**config.mk**
```make
export PLATFORM = sky130hd
export DESIGN_NAME = golomb_search_sequencer_flat
export DESIGN_NICKNAME = d
export VERILOG_FILES = /design/src/rtl/golomb_pkg.sv /design/src/rtl/golomb_search_sequencer_if.sv /design/src/rtl/golomb_best_store.sv /design/src/rtl/golomb_search_sequencer.sv /design/src/flat_wrapper.sv
export SDC_FILE = /design/constraint.sdc
export NUM_CORES = 1
export LEC_CHECK = 0
export ABC_CLOCK_PERIOD_IN_PS = 5300
export CORE_ASPECT_RATIO = 1.5
export CORE_UTILIZATION = 25
export DETAILED_ROUTE_END_ITERATION = 16
export PLACE_DENSITY = 0.57
export SLEW_MARGIN = 25
export SYNTH_ARGS = -nofsm -noshare
export SYNTH_HDL_FRONTEND = slang
export SYNTH_HIERARCHICAL = 1
export SYNTH_SLANG_ARGS = --single-unit
```
**constraint.sdc**
```tcl
create_clock -name clock -period 5.3 [get_ports clock]
set_input_delay 0.795 -clock clock [delete_from_list [all_inputs] [get_ports clock]]
set_output_delay 0.795 -clock clock [all_outputs]
set_load 0.01 [all_outputs]
```
**src/rtl/golomb_pkg.sv**
```systemverilog
// Shared types and defaults for the Golomb ruler search sequencer.
package golomb_pkg;

    localparam int VW_DEF       = 9;
    localparam int LW_DEF       = 7;
    localparam int MAXVALUE_DEF = 500;
    localparam int MAX_MARKS    = 32;
    localparam int MAX_FLAT     = MAX_MARKS * VW_DEF;

    typedef enum logic [2:0] {IDLE, CLR, STEP, WAIT, EVAL, DONE} state_e;

    // Mark i of a flat vector holding n_marks marks, m[0] in the MSBs.
    function automatic logic [VW_DEF-1:0] mark_at(input logic [MAX_FLAT-1:0] flat,
                                                  input int n_marks, input int i);
        return flat[(n_marks - 1 - i) * VW_DEF +: VW_DEF];
    endfunction

endpackage

```
**src/rtl/golomb_search_sequencer_if.sv**
```systemverilog
// Handshake/bus bundle between the search sequencer and its host plus the mark-counter chain.
interface golomb_search_sequencer_if #(
    parameter int NUMPOSITIONS = 5,
    parameter int VW           = 9,
    parameter int LW           = 7
);
    logic                            start;
    logic [VW-1:0]                   init_limit;
    logic                            chain_reset;
    logic                            step;
    logic [LW-1:0]                   enabled;
    logic [VW-1:0]                   limit;
    logic                            ready;
    logic [LW-1:0]                   next_enabled;
    logic                            success;
    logic [(NUMPOSITIONS+1)*VW-1:0]  marks_in;
    logic [(NUMPOSITIONS+1)*VW-1:0]  best_marks;
    logic [VW-1:0]                   best_length;
    logic [15:0]                     found_count;
    logic [31:0]                     step_count;
    logic                            busy;
    logic                            done;
    logic                            error;

    modport master (
        input  start, init_limit, ready, next_enabled, success, marks_in,
        output chain_reset, step, enabled, limit, best_marks, best_length,
               found_count, step_count, busy, done, error
    );

    modport slave (
        output start, init_limit, ready, next_enabled, success, marks_in,
        input  chain_reset, step, enabled, limit, best_marks, best_length,
               found_count, step_count, busy, done, error
    );
endinterface

```
**src/rtl/golomb_best_store.sv**
```systemverilog
// Best-ruler snapshot, success counter and limit candidate.
// ALL_OPTIMAL_EN: candidate limit is the ruler length itself instead of length-1.
module golomb_best_store
    import golomb_pkg::*;
#(
    parameter int NUMPOSITIONS = 5,
    parameter int VW           = VW_DEF
) (
    input  logic                           clock,
    input  logic                           reset,
    input  logic                           clear_i,
    input  logic                           capture_i,
    input  logic [(NUMPOSITIONS+1)*VW-1:0] marks_in_i,
    output logic [(NUMPOSITIONS+1)*VW-1:0] best_marks_o,
    output logic [VW-1:0]                  best_length_o,
    output logic [15:0]                    found_count_o,
    output logic [VW-1:0]                  lim_cand_o,
    output logic                           lim_cand_ok_o
);
    localparam int FW = (NUMPOSITIONS + 1) * VW;

    logic [FW-1:0] best_q, best_d;
    logic [VW-1:0] len_q, len_d;
    logic [15:0]   found_q, found_d;
    logic [VW-1:0] last;

    assign last = VW'(mark_at({{(MAX_FLAT-FW){1'b0}}, marks_in_i}, NUMPOSITIONS + 1, NUMPOSITIONS));

    always_comb begin
        best_d  = best_q;
        len_d   = len_q;
        found_d = found_q;
        if (clear_i) begin
            best_d  = '0;
            len_d   = '0;
            found_d = '0;
        end else if (capture_i) begin
            best_d = marks_in_i;
            len_d  = last;
            if (found_q != 16'hFFFF) found_d = found_q + 16'd1;
        end
    end

    always_ff @(posedge clock) begin
        if (reset) begin
            best_q  <= '0;
            len_q   <= '0;
            found_q <= '0;
        end else begin
            best_q  <= best_d;
            len_q   <= len_d;
            found_q <= found_d;
        end
    end

`ifdef ALL_OPTIMAL_EN
    assign lim_cand_o = last;
`else
    assign lim_cand_o = last - 1'b1;
`endif
    // A zero-length ruler would wrap the limit, so it never qualifies.
    assign lim_cand_ok_o = (last != '0);

    assign best_marks_o  = best_q;
    assign best_length_o = len_q;
    assign found_count_o = found_q;
endmodule

```
**src/rtl/golomb_search_sequencer.sv**
```systemverilog
// Central FSM for the mark-counter chain: token, step pulses, limit tightening, completion.
// ALL_OPTIMAL_EN (in golomb_best_store) keeps the limit at the best length to enumerate ties.
module golomb_search_sequencer
    import golomb_pkg::*;
#(
    parameter int NUMPOSITIONS = 5,
    parameter int MAXVALUE     = MAXVALUE_DEF,
    parameter int VW           = VW_DEF,
    parameter int LW           = LW_DEF
) (
    input  logic                       clock,
    input  logic                       reset,
    golomb_search_sequencer_if.master  bus
);
    state_e        state_q, state_d;
    logic [LW-1:0] enabled_q, enabled_d;
    logic [VW-1:0] limit_q, limit_d;
    logic [31:0]   step_count_q, step_count_d;
    logic          error_q, error_d;
    logic          step_q, step_d;
    logic          chain_reset_q, chain_reset_d;
    logic          busy_q, busy_d;
    logic          done_q, done_d;

    logic          clear, capture;
    logic [VW-1:0] lim_cand, lim_init;
    logic          lim_cand_ok;

    golomb_best_store #(.NUMPOSITIONS(NUMPOSITIONS), .VW(VW)) u_best (
        .clock         (clock),
        .reset         (reset),
        .clear_i       (clear),
        .capture_i     (capture),
        .marks_in_i    (bus.marks_in),
        .best_marks_o  (bus.best_marks),
        .best_length_o (bus.best_length),
        .found_count_o (bus.found_count),
        .lim_cand_o    (lim_cand),
        .lim_cand_ok_o (lim_cand_ok)
    );

    assign lim_init = (bus.init_limit == '0 || bus.init_limit > VW'(MAXVALUE))
                      ? VW'(MAXVALUE) : bus.init_limit;

    always_comb begin
        state_d      = state_q;
        enabled_d    = enabled_q;
        limit_d      = limit_q;
        step_count_d = step_count_q;
        error_d      = error_q;
        clear        = 1'b0;
        capture      = 1'b0;
        unique case (state_q)
            IDLE, DONE: begin
                if (bus.start) begin
                    state_d      = CLR;
                    limit_d      = lim_init;
                    step_count_d = '0;
                    error_d      = 1'b0;
                    clear        = 1'b1;
                end
            end
            CLR:  state_d = STEP;
            STEP: begin
                state_d = WAIT;
                if (step_count_q != 32'hFFFF_FFFF) step_count_d = step_count_q + 32'd1;
            end
            WAIT: if (bus.ready) state_d = EVAL;
            EVAL: begin
                capture = bus.success;
                // Only ever tighten: the limit is monotonic within a search.
                if (bus.success && lim_cand_ok && lim_cand < limit_q) limit_d = lim_cand;
                if (bus.next_enabled == '0) begin
                    state_d = DONE;
                end else if (bus.next_enabled > LW'(NUMPOSITIONS)) begin
                    error_d = 1'b1;
                    state_d = DONE;
                end else begin
                    enabled_d = bus.next_enabled;
                    state_d   = STEP;
                end
            end
            default: state_d = IDLE;
        endcase
        if (state_d == CLR) enabled_d = LW'(1);
        step_d        = (state_d == STEP);
        chain_reset_d = (state_d == CLR);
        busy_d        = !(state_d == IDLE || state_d == DONE);
        done_d        = (state_d == DONE);
    end

    always_ff @(posedge clock) begin
        if (reset) begin
            state_q       <= IDLE;
            enabled_q     <= LW'(1);
            limit_q       <= VW'(MAXVALUE);
            step_count_q  <= '0;
            error_q       <= 1'b0;
            step_q        <= 1'b0;
            chain_reset_q <= 1'b0;
            busy_q        <= 1'b0;
            done_q        <= 1'b0;
        end else begin
            state_q       <= state_d;
            enabled_q     <= enabled_d;
            limit_q       <= limit_d;
            step_count_q  <= step_count_d;
            error_q       <= error_d;
            step_q        <= step_d;
            chain_reset_q <= chain_reset_d;
            busy_q        <= busy_d;
            done_q        <= done_d;
        end
    end

    assign bus.enabled     = enabled_q;
    assign bus.limit       = limit_q;
    assign bus.step_count  = step_count_q;
    assign bus.error       = error_q;
    assign bus.step        = step_q;
    assign bus.chain_reset = chain_reset_q;
    assign bus.busy        = busy_q;
    assign bus.done        = done_q;
endmodule

```
**src/flat_wrapper.sv**
```systemverilog
// flat-port wrapper written by rule: the top's interface ports become plain ports
module golomb_search_sequencer_flat import golomb_pkg::*;
#(
    parameter int NUMPOSITIONS = 5,
    parameter int MAXVALUE     = MAXVALUE_DEF,
    parameter int VW           = VW_DEF,
    parameter int LW           = LW_DEF
)
  (clock, reset, bus_start, bus_init_limit, bus_ready, bus_next_enabled, bus_success, bus_marks_in, bus_chain_reset, bus_step, bus_enabled, bus_limit, bus_best_marks, bus_best_length, bus_found_count, bus_step_count, bus_busy, bus_done, bus_error);
  golomb_search_sequencer_if #(.NUMPOSITIONS(NUMPOSITIONS), .VW(VW), .LW(LW)) bus_i ();
  input  logic clock;
  input  logic reset;
  input wire logic [$bits(bus_i.start)-1:0] bus_start;
  input wire logic [$bits(bus_i.init_limit)-1:0] bus_init_limit;
  input wire logic [$bits(bus_i.ready)-1:0] bus_ready;
  input wire logic [$bits(bus_i.next_enabled)-1:0] bus_next_enabled;
  input wire logic [$bits(bus_i.success)-1:0] bus_success;
  input wire logic [$bits(bus_i.marks_in)-1:0] bus_marks_in;
  output wire logic [$bits(bus_i.chain_reset)-1:0] bus_chain_reset;
  output wire logic [$bits(bus_i.step)-1:0] bus_step;
  output wire logic [$bits(bus_i.enabled)-1:0] bus_enabled;
  output wire logic [$bits(bus_i.limit)-1:0] bus_limit;
  output wire logic [$bits(bus_i.best_marks)-1:0] bus_best_marks;
  output wire logic [$bits(bus_i.best_length)-1:0] bus_best_length;
  output wire logic [$bits(bus_i.found_count)-1:0] bus_found_count;
  output wire logic [$bits(bus_i.step_count)-1:0] bus_step_count;
  output wire logic [$bits(bus_i.busy)-1:0] bus_busy;
  output wire logic [$bits(bus_i.done)-1:0] bus_done;
  output wire logic [$bits(bus_i.error)-1:0] bus_error;
  assign bus_i.start = bus_start;
  assign bus_i.init_limit = bus_init_limit;
  assign bus_i.ready = bus_ready;
  assign bus_i.next_enabled = bus_next_enabled;
  assign bus_i.success = bus_success;
  assign bus_i.marks_in = bus_marks_in;
  assign bus_chain_reset = bus_i.chain_reset;
  assign bus_step = bus_i.step;
  assign bus_enabled = bus_i.enabled;
  assign bus_limit = bus_i.limit;
  assign bus_best_marks = bus_i.best_marks;
  assign bus_best_length = bus_i.best_length;
  assign bus_found_count = bus_i.found_count;
  assign bus_step_count = bus_i.step_count;
  assign bus_busy = bus_i.busy;
  assign bus_done = bus_i.done;
  assign bus_error = bus_i.error;
  golomb_search_sequencer #(.NUMPOSITIONS(NUMPOSITIONS), .MAXVALUE(MAXVALUE), .VW(VW), .LW(LW)) u_core (.clock(clock), .reset(reset), .bus(bus_i));
endmodule
```
; After elaboration in Yosys (flattened, before gate mapping)
; Index checks and enable logic that the tools add are counted.
[totals]
out_inout_bits = 132
in_bits = 75
wordCells = 74
ff_bits = 135
[op_classes]
bitwise = 2
mux = 19
n_lt_le_gt_ge = 3
n_eq_ne = 15
n_reduce_logical = 20
addsub = 3
[ops]
columns = cell, n
row1 = two-way mux 32 bit, 2
row2 = case mux 32 bit (2 select lines), 1
row3 = adder 32 x 1 -> 32 bit (second input constant), 1
row4 = inequality test 32 bit (second input constant), 1
row5 = two-way mux 9 bit, 3
row6 = case mux 9 bit (2 select lines), 1
row7 = adder 16 x 1 -> 16 bit (second input constant), 1
row8 = inequality test 16 bit (second input constant), 1
row9 = case mux 3 bit (5 select lines), 1
row10 = two-way mux 3 bit, 4
row11 = == test 3 x 2 -> 1 bit (second input constant), 3
row12 = == test 3 bit (second input constant), 3
row13 = greater-than comparator 9 bit (second input constant), 1
row14 = logical NOT 9 bit, 1
row15 = less-than comparator 9 bit, 1
row16 = AND reduction 3 bit, 3
row17 = nonzero test 9 bit, 1
row18 = subtractor 9 x 1 -> 9 bit (second input constant), 1
row19 = greater-than comparator 7 x 3 -> 1 bit (second input constant), 1
row20 = logical NOT 7 bit, 1
row21 = == test 3 x 1 -> 1 bit (second input constant), 2
row22 = logical NOT 3 bit, 2
row23 = two-way mux 1 bit, 6
row24 = inequality test 2 x 1 -> 1 bit (second input constant), 3
row25 = other kinds (10), 17

; Longest topological paths before layout
[logic_depth]
ltp_word = 7
ltp_mapped = 11

; Hierarchy
; Netlist, hierarchy kept.
[by_module_without_submodules]
columns = mod, area_per_inst_um2, cells_per_inst, seq_area_each_um2, n_inst
row1 = golomb_search_sequencer, 3134.3, 381, 1121.1, 1
row2 = golomb_best_store, 2904.0, 303, 1401.3, 1

; Worst setup path before layout
; No wires, ideal clock.
[synth_path]
path_kind = input port to flip-flop
from = input bus_marks_in[0]
to = register u_core.limit_q[1], in the netlist u_core/bus.limit[1]
path_buffers = 1
required_time_ns = 5.179
path_slack_ns = 2.445
path_stages = 11
setup_time_ns = 0.121
arrival_time_ns = 2.735
path_cell_list = inv_1 -> ha_1 -> nand3b_1 -> nor3_1 -> xor2_1 -> ha_1 -> nand2_1 -> a41o_1 -> o21ai_1 -> buf_2 -> mux2_2
[synth_between]
elab_chain_cells = 5
word_cells_on_any_way = 9
[synth_rtl]
columns = element, line
row1 = "start, declared", flat_wrapper.sv:18  ; input wire logic [$bits(bus_i.marks_in)-1:0] bus_marks_in;
row2 = subtractor 9 x 1 -> 9 bit, golomb_best_store.sv:59  ; assign lim_cand_o = last - 1'b1;
row3 = named net u_core.lim_cand[8], golomb_search_sequencer.sv:26  ; logic [VW-1:0] lim_cand, lim_init;
row4 = less-than comparator 9 bit, golomb_search_sequencer.sv:72  ; if (bus.success && lim_cand_ok && lim_cand < limit_q) limit_d = lim_cand;
row5 = logical AND 1 bit, golomb_search_sequencer.sv:72
row6 = inequality test 2 x 1 -> 1 bit (no source line), n/a
row7 = AND reduction 3 bit (no source line), n/a
row8 = "end signal, assigned", golomb_search_sequencer.sv:96  ; limit_q <= VW'(MAXVALUE);
row9 = "end signal, assigned", golomb_search_sequencer.sv:106  ; limit_q <= limit_d;
row10 = "end, declared", golomb_search_sequencer.sv:17  ; logic [VW-1:0] limit_q, limit_d;
; The timed path passes the listed nets, and every way through them passes these cells. The select of a mux whose other input is x is not followed.
; A chain may end at the register's enable or synchronous reset.

; Worst setup path after layout
; Same ends and word-level chain as after synthesis.

==> flow_summary.toml <==
[logic_synthesis]
async_flop_share_pct = 0
synth_cells = 684
yosysWarnings = 6
synth_edf_count = 0
ys_ff_latch = 126
synth_flop_cell = "dfxtp_1"
synth.net_count = 770
synthesis.area_per_instance_sq_um = 8.83
syn_area_sq_um = 6040
seq_area_frac_synth_pct = 41.8
synthDistinctLibCells = 62

[finish]
layout_common_cells = "clkdlybuf4s50_1, dfxtp_1, nor2_1"
antennaDiodeCount = 0
fin_nets = 960
drive_gt1_share_pct = 6.88
fin_area_sq_um = 8910
final_cells = 1206
final_common_cell = "clkdlybuf4s50_1"
area_growth_syn_to_layout_pct = 47.6
fillers = 2416

[min_path]
hold_class = "register to register"
whs_endpoint = "u_core/bus.enabled[1]"
min_path_cells = 2
min_from = "u_core/bus.enabled[1]"

[place]
io_buffers = 206
gp_congestion = 0.821
place_hpwl_mm = 13.6
placed_area_sq_um = 8320
placed_cells = 1174

[clock_tree]
cts_hold_buf = 0
cts_buffers = 17
cts_max_path_buffers = 2
cts.sinks = 126
ctsResizeCount = 0
root_buffer = "clkbuf_16"
htree_levels = 4
insertion_delay_ns = 0.42
post_cts_buffers = 0
cts.clk_slew.worst_paths_ns = 0.06
cts_tree = "done"

[drt]
avgRoutedWirePerCell_um = 15.3
routed_wl_mm = 18.5
first_iter_violations = 270
ant_nets = 0
route.detailed.drc = 0
via_per_inst = 4.76
firstDrtPassIters = 4
num_vias = 5737

[sta]
rsz0062_at_grt = "no"
tightest_slew_ns = 1.02
fmax_mhz = 292
worst_hold_slack_ns = 0.455
finClkSkew_ns = 0.00834
finalCritPeriodShare_pct = 64.5
drv_slew = 0
finalSetupViolations = 0
fin_crit_ns = 3.42
slew_headroom_pct = 31.3
fin_setup_tns_ns = 0
hold_viol_final = 0

[floorplan]
die_h_um = 192
die_area_sq_um = 24800
start_util_pct = 25.4
chipWidth_um = 129
core_sq_um = 23700
pin_count = 207
num_rows = 69

[setup_path]
crit_family = "compound AO/OA/AOI/OAI gates"
r2r_setup_slack_ns = 2.59
cp_max_fo = 9
cp-start-kind = "input port"
cp_cell_sequence = "clkdlybuf4s50_1 > inv_1 > ha_1 > nand3b_1 > nor3_1 > xor2_1 > ha_1 > nand3_1 > o21ai_1 > mux2_2"
worstReg2RegStart = "u_core/state_q[2]"
r2r_cells = 7
path_buf_inv = 2
slowest_delay_ns = 0.79
reg2reg_to = "u_core/u_best/found_count_o[11]"
critPathKind = "input port to register"
cp_data_required_time_ns = 5.62
critical_path_arrival_ns = 3.73
endpoint_kind = "register"
crit_slowest_cell = "o21ai_1"
cp_common_cell = "ha_1"

[job]
maxCapViolations = 0

[power_and_ir_drop]
p_leak_nw = 3.08
ir_drop_v = 0.000223
p_per_area_nw_per_um2 = 266

[global_route]
grt_max_degree = 43
grt_pass1_vias = 5333
grtUsageTotal_pct = 15.0
grt_pass1_wl_mm = 28.3
overflow = 0
antenna_found_initial = 0

[outcome]
status = "complete, no violations"
cells by family after synthesis:
logic type,after synthesis,share of synthesized area (%)
mux,68,11.3
simple gates,287,25.7
buf+inv,63,5.18
flops,126,41.8
fa+ha+maj,11,2.28
xor+xnor,11,1.60
compound gates,118,12.1
layer usage:
layer | track usage, % | share of wire, %
met1 | 15.9 | 40
met2 | 27.8 | 54
met3 | 3.69 | 4.3
met4 | 6.02 | 1.9
met5 | 0 | 0
synth_stat cells (all sizes together), types with 2 or more instances:
master,number,share of area [%]
inv,22,1.4
nand2,42,2.6
nor3b,3,0.37
o41ai,2,0.29
mux2i,67,11
o22a,5,0.73
a211oi,2,0.25
nand4,23,3.2
nor2,96,6.1
dfxtp,126,42
and3,9,0.95
o211ai,2,0.25
ha,11,2.3
a21oi,47,3.9
nor3,10,0.83
nand2b,5,0.64
o31ai,17,2.4
or2,6,0.62
clkbuf,14,0.93
or3,23,2.4
a31oi,2,0.21
xor2,7,1.0
and4,5,0.75
nor4,11,1.2
o21ai,30,2.5
xnor2,4,0.58
and2,5,0.52
or4,20,2.5
or3b,2,0.33
nand3b,2,0.25
buf,27,2.9
nand3,23,1.9
stage by stage:
| stage | worst slack, ns | util [%] | power, mW |
|---|---|---|---|
| 2_1_floorplan | 2.44 | - | 1.11 |
| 3_3_place_gp | 1.46 | 35.0 | 1.22 |
| 3_5_place_dp | 1.45 | 35.0 | 1.22 |
| 4_1_cts | 1.91 | 37.5 | 2.41 |
| 5_1_grt | 1.64 | 37.5 | 2.47 |
| 6_report | 1.88 | 37.5 | 2.37 |
flip-flops by register name (all words and copies together) (netlist names):
register,count
u_core/bus.step_count,32
u_core/state_q,3
u_core/bus.error,1
u_core/bus.step,1
u_core/bus.limit,9
u_core/bus.done,1
u_core/u_best/found_count_o,16
u_core/bus.busy,1
u_core/u_best/best_marks_o,54
u_core/bus.enabled,7
u_core/bus.chain_reset,1
worst min-delay path, stage by stage (launching register included):
cell	delay [ns]
dfxtp_1	0.31
nand2_1	0.05
a21oi_1	0.05
where the power goes:
part           switching [mW]  leakage (nW)  internal, mW
Sequential             0.0159          1.02         0.961
Combinational           0.111          1.78         0.115
Clock                   0.444         0.286         0.727
cell type report:
cell class / instances / area (sq um) / area share [%]
tap: 319 / 399 / 4.48
multi-input combinational: 495 / 3210 / 36.1
inverter: 22 / 82.6 / 0.927
clock buffer: 22 / 474 / 5.32
clock inverter: 10 / 113 / 1.26
timing repair buffer: 212 / 2110 / 23.6
sequential: 126 / 2520 / 28.3
worst max-delay path by stage:
stage / startpoint / cells past startpoint / end / slack [ns]
2_1_floorplan: bus_marks_in[0] / 11 / u_core/bus.limit[1] / 2.44
3_3_place_gp: bus_marks_in[0] / 11 / u_core/bus.limit[1] / 1.46
3_5_place_dp: bus_marks_in[0] / 10 / u_core/bus.limit[1] / 1.45
4_1_cts: bus_marks_in[0] / 10 / u_core/bus.limit[1] / 1.91
5_1_grt: bus_marks_in[0] / 10 / u_core/bus.limit[1] / 1.64
6_report: bus_marks_in[0] / 10 / u_core/bus.limit[1] / 1.88
Note: power is estimated with default switching activity, not from simulation.
==> RTL change 1: new RTL, same settings <==
Re-encode `state_e` (6 states) as one-hot, 6 bits wide.
--- a/src/rtl/golomb_pkg.sv
+++ b/src/rtl/golomb_pkg.sv
@@ -7,7 +7,7 @@
     localparam int MAX_MARKS    = 32;
     localparam int MAX_FLAT     = MAX_MARKS * VW_DEF;
 
-    typedef enum logic [2:0] {IDLE, CLR, STEP, WAIT, EVAL, DONE} state_e;
+    typedef enum logic [5:0] {IDLE = 6'b000001, CLR = 6'b000010, STEP = 6'b000100, WAIT = 6'b001000, EVAL = 6'b010000, DONE = 6'b100000} state_e;
 
     // Mark i of a flat vector holding n_marks marks, m[0] in the MSBs.
     function automatic logic [VW_DEF-1:0] mark_at(input logic [MAX_FLAT-1:0] flat,
Behaviour: same outputs for any inputs over 10 cycles, from zero or initial values and one cycle with reset high; not proved beyond that.
==> RTL change 1 against the unedited design <==
Combinational power rose by 7%. Fmax fell by 0.71%. Wire length rose by 3.7%. Via count rose by 3.2%. Synthesized area rose by 2.7%. First-iteration DRC count fell by 8.9%. Sequential cell count rose by 3. Worst setup slack got worse by 24 ps. Largest cell class unchanged. Cell area rose by 2.7%. Power rose by 8.0%.
==> RTL change 1: results <==
group,metric,value,unit
logic_synthesis,synth_compound_area_share,13.4,%
critical_path,cp_slowest_cell,"clkdlybuf4s50_1",
outcome,status,"finished clean",
placed_design,place.gp.congestion,0.853,
placed_design,dpl_cell_area,8490,µm²
logic_synthesis,ys_types,61,
critical_path,r2r_slack,2130,ps
sta,skew,7.53,ps
global_route,grt_pass1_vias,5735,
logic_synthesis,yosys-top-cells-count,"dfxtp_1 (129), nor2_1 (88), mux2i_1 (65)",
logic_synthesis,synth_xor_xnor_area_share,1.70,%
placed_design,place_hpwl,14.0,mm
detailed_routing,vias,5918,
critical_path,critPathArrivalTime,3710,ps
global_route,antenna_found_initial,1,
power,p_leak,3.16,nW
global_route,grt_pass1_wl,30.4,mm
detailed_routing,firstDrtPassIters,4,
logic_synthesis,synthTopCellsByArea,"dfxtp_1 (42%), mux2i_1 (10%), nor2_1 (5.3%)",
detailed_routing,wl,19.1,mm
critical_path,reg2reg_to,"u_core/u_best/found_count_o[6]",
cells_and_area,final_nets,973,
global_route,grt_usage,15.3,%
critical_path,worstReg2RegStart,"u_core/state_q[5]",
placed_design,pre_cts_ws,1440,ps
power,irDropWorstVdd,229,µV
logic_synthesis,ys_seq_area_share,41.7,%
logic_synthesis,synthMuxAreaShare,10.5,%
logic_synthesis,synthAdderAreaFrac,2.22,%
critical_path,cpPeakStageDelay,520,ps
detailed_routing,drt_iter0_drc,246,
sta,worst_slew_pin_slew,1020,ps
cells_and_area,drive_gt1_share,5.56,%
global_route,grt_max_degree,42,
power,netSwitchingFraction,22.9,%
==> RTL change 1: cell count changes in the layout (fill, tap and decap cells not counted), sizes merged, moves of 5 or more <==
cell | before | now
o22a | 5 | 0
nor2 | 96 | 88
inv | 22 | 14
nand3 | 23 | 32
o21ai | 30 | 22
nor4b | 0 | 5
a21oi | 47 | 42
and3 | 9 | 14
==> RTL change 1: worst max-delay path by stage <==
| stage | startpoint | end | slack (ps) | depth (start not counted) |
|---|---|---|---|---|
| after floorplan | bus_marks_in[0] | u_core/bus.limit[0] | 2460 | 11 |
| after global placement | bus_marks_in[0] | u_core/bus.limit[1] | 1520 | 11 |
| after detailed placement | bus_marks_in[2] | u_core/bus.limit[1] | 1440 | 10 |
| after CTS | bus_marks_in[2] | u_core/bus.limit[1] | 1890 | 10 |
| after global routing | bus_marks_in[2] | u_core/bus.limit[1] | 1640 | 10 |
| final | bus_marks_in[2] | u_core/bus.limit[1] | 1860 | 10 |
==> RTL change 1: worst min-delay path: cells and delay by family, from the launching register on <==
kind            cells  cell delay [ps]
simple gates        1               50
compound gates      1               50
flops               1              310
==> RTL change 1: cells by family (layout without fill, tap and decap cells) <==
kind of cell             Yosys count  count (layout)
other                              0               1
flip-flops                       129             129
AO/OA/AOI/OAI                    125             125
buffers and inverters             62             259
adder cells (fa/ha/maj)           11              11
AND/OR/NAND/NOR                  298             298
multiplexers                      65              65
XOR/XNOR                          12              12
==> RTL change 1: stage by stage <==
stage | instances | hold slack (ps) | total power [mW] | utilization, %
after floorplan | 702 | 481 | 1.13 | -
after global placement | 1192 | 447 | 1.25 | 34.9
after detailed placement | 1192 | 454 | 1.26 | 34.9
after CTS | 1223 | 462 | 2.61 | 37.6
after global routing | 1224 | 488 | 2.67 | 37.6
final | 1224 | 460 | 2.57 | 37.6
==> RTL change 1: layer usage <==
layer,vias up,GRT usage [%],part of all wire (%)
met1,2788,16.6,40
met5,-,0,0
li1,2950,-,-
met4,0,7.02,2.2
met2,156,27.4,53
met3,24,3.88,5.5
==> RTL change 1: final cells by class <==
class / count / area, µm²
fillers: 2568 / 15200
multi-input cells: 511 / 3330
flip-flops and latches: 129 / 2580
repair buffers: 213 / 2110
clock buffers: 22 / 484
well taps: 324 / 405
clock inverters: 9 / 178
inverters: 15 / 56.3
diodes: 1 / 2.50
==> RTL change 1: power by group through the flow <==
stage / sequential (mW) / combinational, mW / clock [mW]
final: 0.994 / 0.240 / 1.33
after global routing: 0.995 / 0.262 / 1.42
after CTS: 0.994 / 0.241 / 1.37
after detailed placement: 1.02 / 0.240 / 0
after global placement: 1.02 / 0.237 / 0
after floorplan: 1.01 / 0.122 / 0
==> RTL change 2: new RTL, config.mk and constraints unchanged <==
Made on the original files. Build with the macro `ALL_OPTIMAL_EN` defined.
--- a/src/rtl/golomb_best_store.sv
+++ b/src/rtl/golomb_best_store.sv
@@ -1,5 +1,7 @@
 // Best-ruler snapshot, success counter and limit candidate.
 // ALL_OPTIMAL_EN: candidate limit is the ruler length itself instead of length-1.
+`define ALL_OPTIMAL_EN
+
 module golomb_best_store
     import golomb_pkg::*;
 #(
Check against the original RTL: not equivalent (Yosys sat finds a counterexample within 10 cycles, from zero or initial values and one cycle with reset high).
==> RTL change 2 against the unedited design <==
Wire length rose by 0.53%. Cell area fell by 0.94%. Combinational power fell by 3%. Worst setup slack better by 120 ps. Count of clock-buffer cells in the layout decreased by 5. Critical endpoint is now u_core/u_best/found_count_o[15]. Power grew 0.93%. Critical path depth down 4. Largest power group unchanged. Sequential cell count unchanged. Largest cell class unchanged. Synthesized area rose by 0.15%.
==> RTL change 2: results <==
group,metric,value,unit
detailed_routing,route.layer.met1.wl,7.39,mm
placed_design,place_hpwl,13.8,mm
logic_synthesis,synthMuxAreaShare,11.8,%
detailed_routing,wl_met2,9.32,mm
logic_synthesis,synth.avg_cell_area,8.87,µm²
power,irDropWorstVdd,197,µV
detailed_routing,vias,5712,
logic_synthesis,yosys-top-cells-count,"dfxtp_1 (126), nor2_1 (96), mux2i_1 (70)",
power,netSwitchingFraction,25.6,%
detailed_routing,met3WireLength,1.46,mm
global_route,grt_pass1_wl,28.8,mm
logic_synthesis,synth_xor_xnor_area_share,0.290,%
cells_and_area,drive_gt1_share,7.11,%
global_route,grt_pass1_vias,5462,
detailed_routing,drt_iter0_drc,311,
logic_synthesis,ys_seq_area_share,41.7,%
global_route,grt_usage,15.2,%
logic_synthesis,ys_types,65,
sta,slew_headroom,42.1,%
cells_and_area,final_nets,944,
critical_path,cp_slowest_cell,"nor3b_1",
clock_tree,cts_resized,0,
logic_synthesis,synthTopCellsByArea,"dfxtp_1 (42%), mux2i_1 (12%), nor2_1 (6.0%)",
detailed_routing,wl_per_cell,15.6,µm
critical_path,reg2reg_to,"u_core/u_best/found_count_o[15]",
logic_synthesis,synth_compound_area_share,12.4,%
logic_synthesis,syn_nets,767,
critical_path,path_delay_family,"simple AND/OR/NAND/NOR gates",
detailed_routing,vias_per_cell,4.80,
placed_design,pre_cts_ws,1820,ps
critical_path,critPathArrivalTime,3640,ps
outcome,status,"finished clean",
sta,fin_hold_ws,452,ps
sta,skew,11.9,ps
critical_path,cp_max_fo,40,
power,p_leak,3.01,nW
==> RTL change 2: area by class of cell <==
type	count	area, µm²
repair buffers	210	2090
inverters	22	82.6
well taps	319	399
fillers	2363	14900
clock buffers	17	425
clock inverters	15	176
multi-input cells	482	3130
flip-flops and latches	126	2520
==> RTL change 2: worst max path at each step <==
stage                            startpoint                         endpoint  slack (ps)  depth (start not counted)
after CTS                 u_core/state_q[2]  u_core/u_best/found_count_o[15]        1910                          6
after floorplan                   bus_start    u_core/u_best/best_marks_o[0]        3020                          8
after global routing      u_core/state_q[2]  u_core/u_best/found_count_o[15]        1710                          6
after global placement            bus_start   u_core/u_best/found_count_o[8]        1880                          7
final                     u_core/state_q[2]  u_core/u_best/found_count_o[15]        2000                          6
after detailed placement          bus_start   u_core/u_best/found_count_o[8]        1820                          7
==> RTL change 2: power groups by stage <==
stage / sequential, mW / combinational [mW] / clock (mW)
after detailed placement: 0.998 / 0.221 / 0
after floorplan: 0.995 / 0.110 / 0
after global routing: 0.978 / 0.239 / 1.28
final: 0.977 / 0.219 / 1.20
after global placement: 0.998 / 0.218 / 0
after CTS: 0.977 / 0.221 / 1.25
==> RTL change 2: stage by stage <==
step	power, mW	utilization [%]	instance area, µm²
2_1_floorplan	1.11	-	6050
3_5_place_dp	1.22	34.6	8220
5_1_grt	2.50	37.2	8830
6_report	2.40	37.2	8830
4_1_cts	2.44	37.1	8820
3_3_place_gp	1.22	34.6	8210
==> RTL change 2: layer usage <==
| metal | vias up | GRT usage [%] |
|---|---|---|
| li1 | 2807 | - |
| met1 | 2659 | 16.2 |
| met2 | 219 | 27.0 |
| met3 | 27 | 5.38 |
| met4 | 0 | 5.93 |
| met5 | - | 0 |
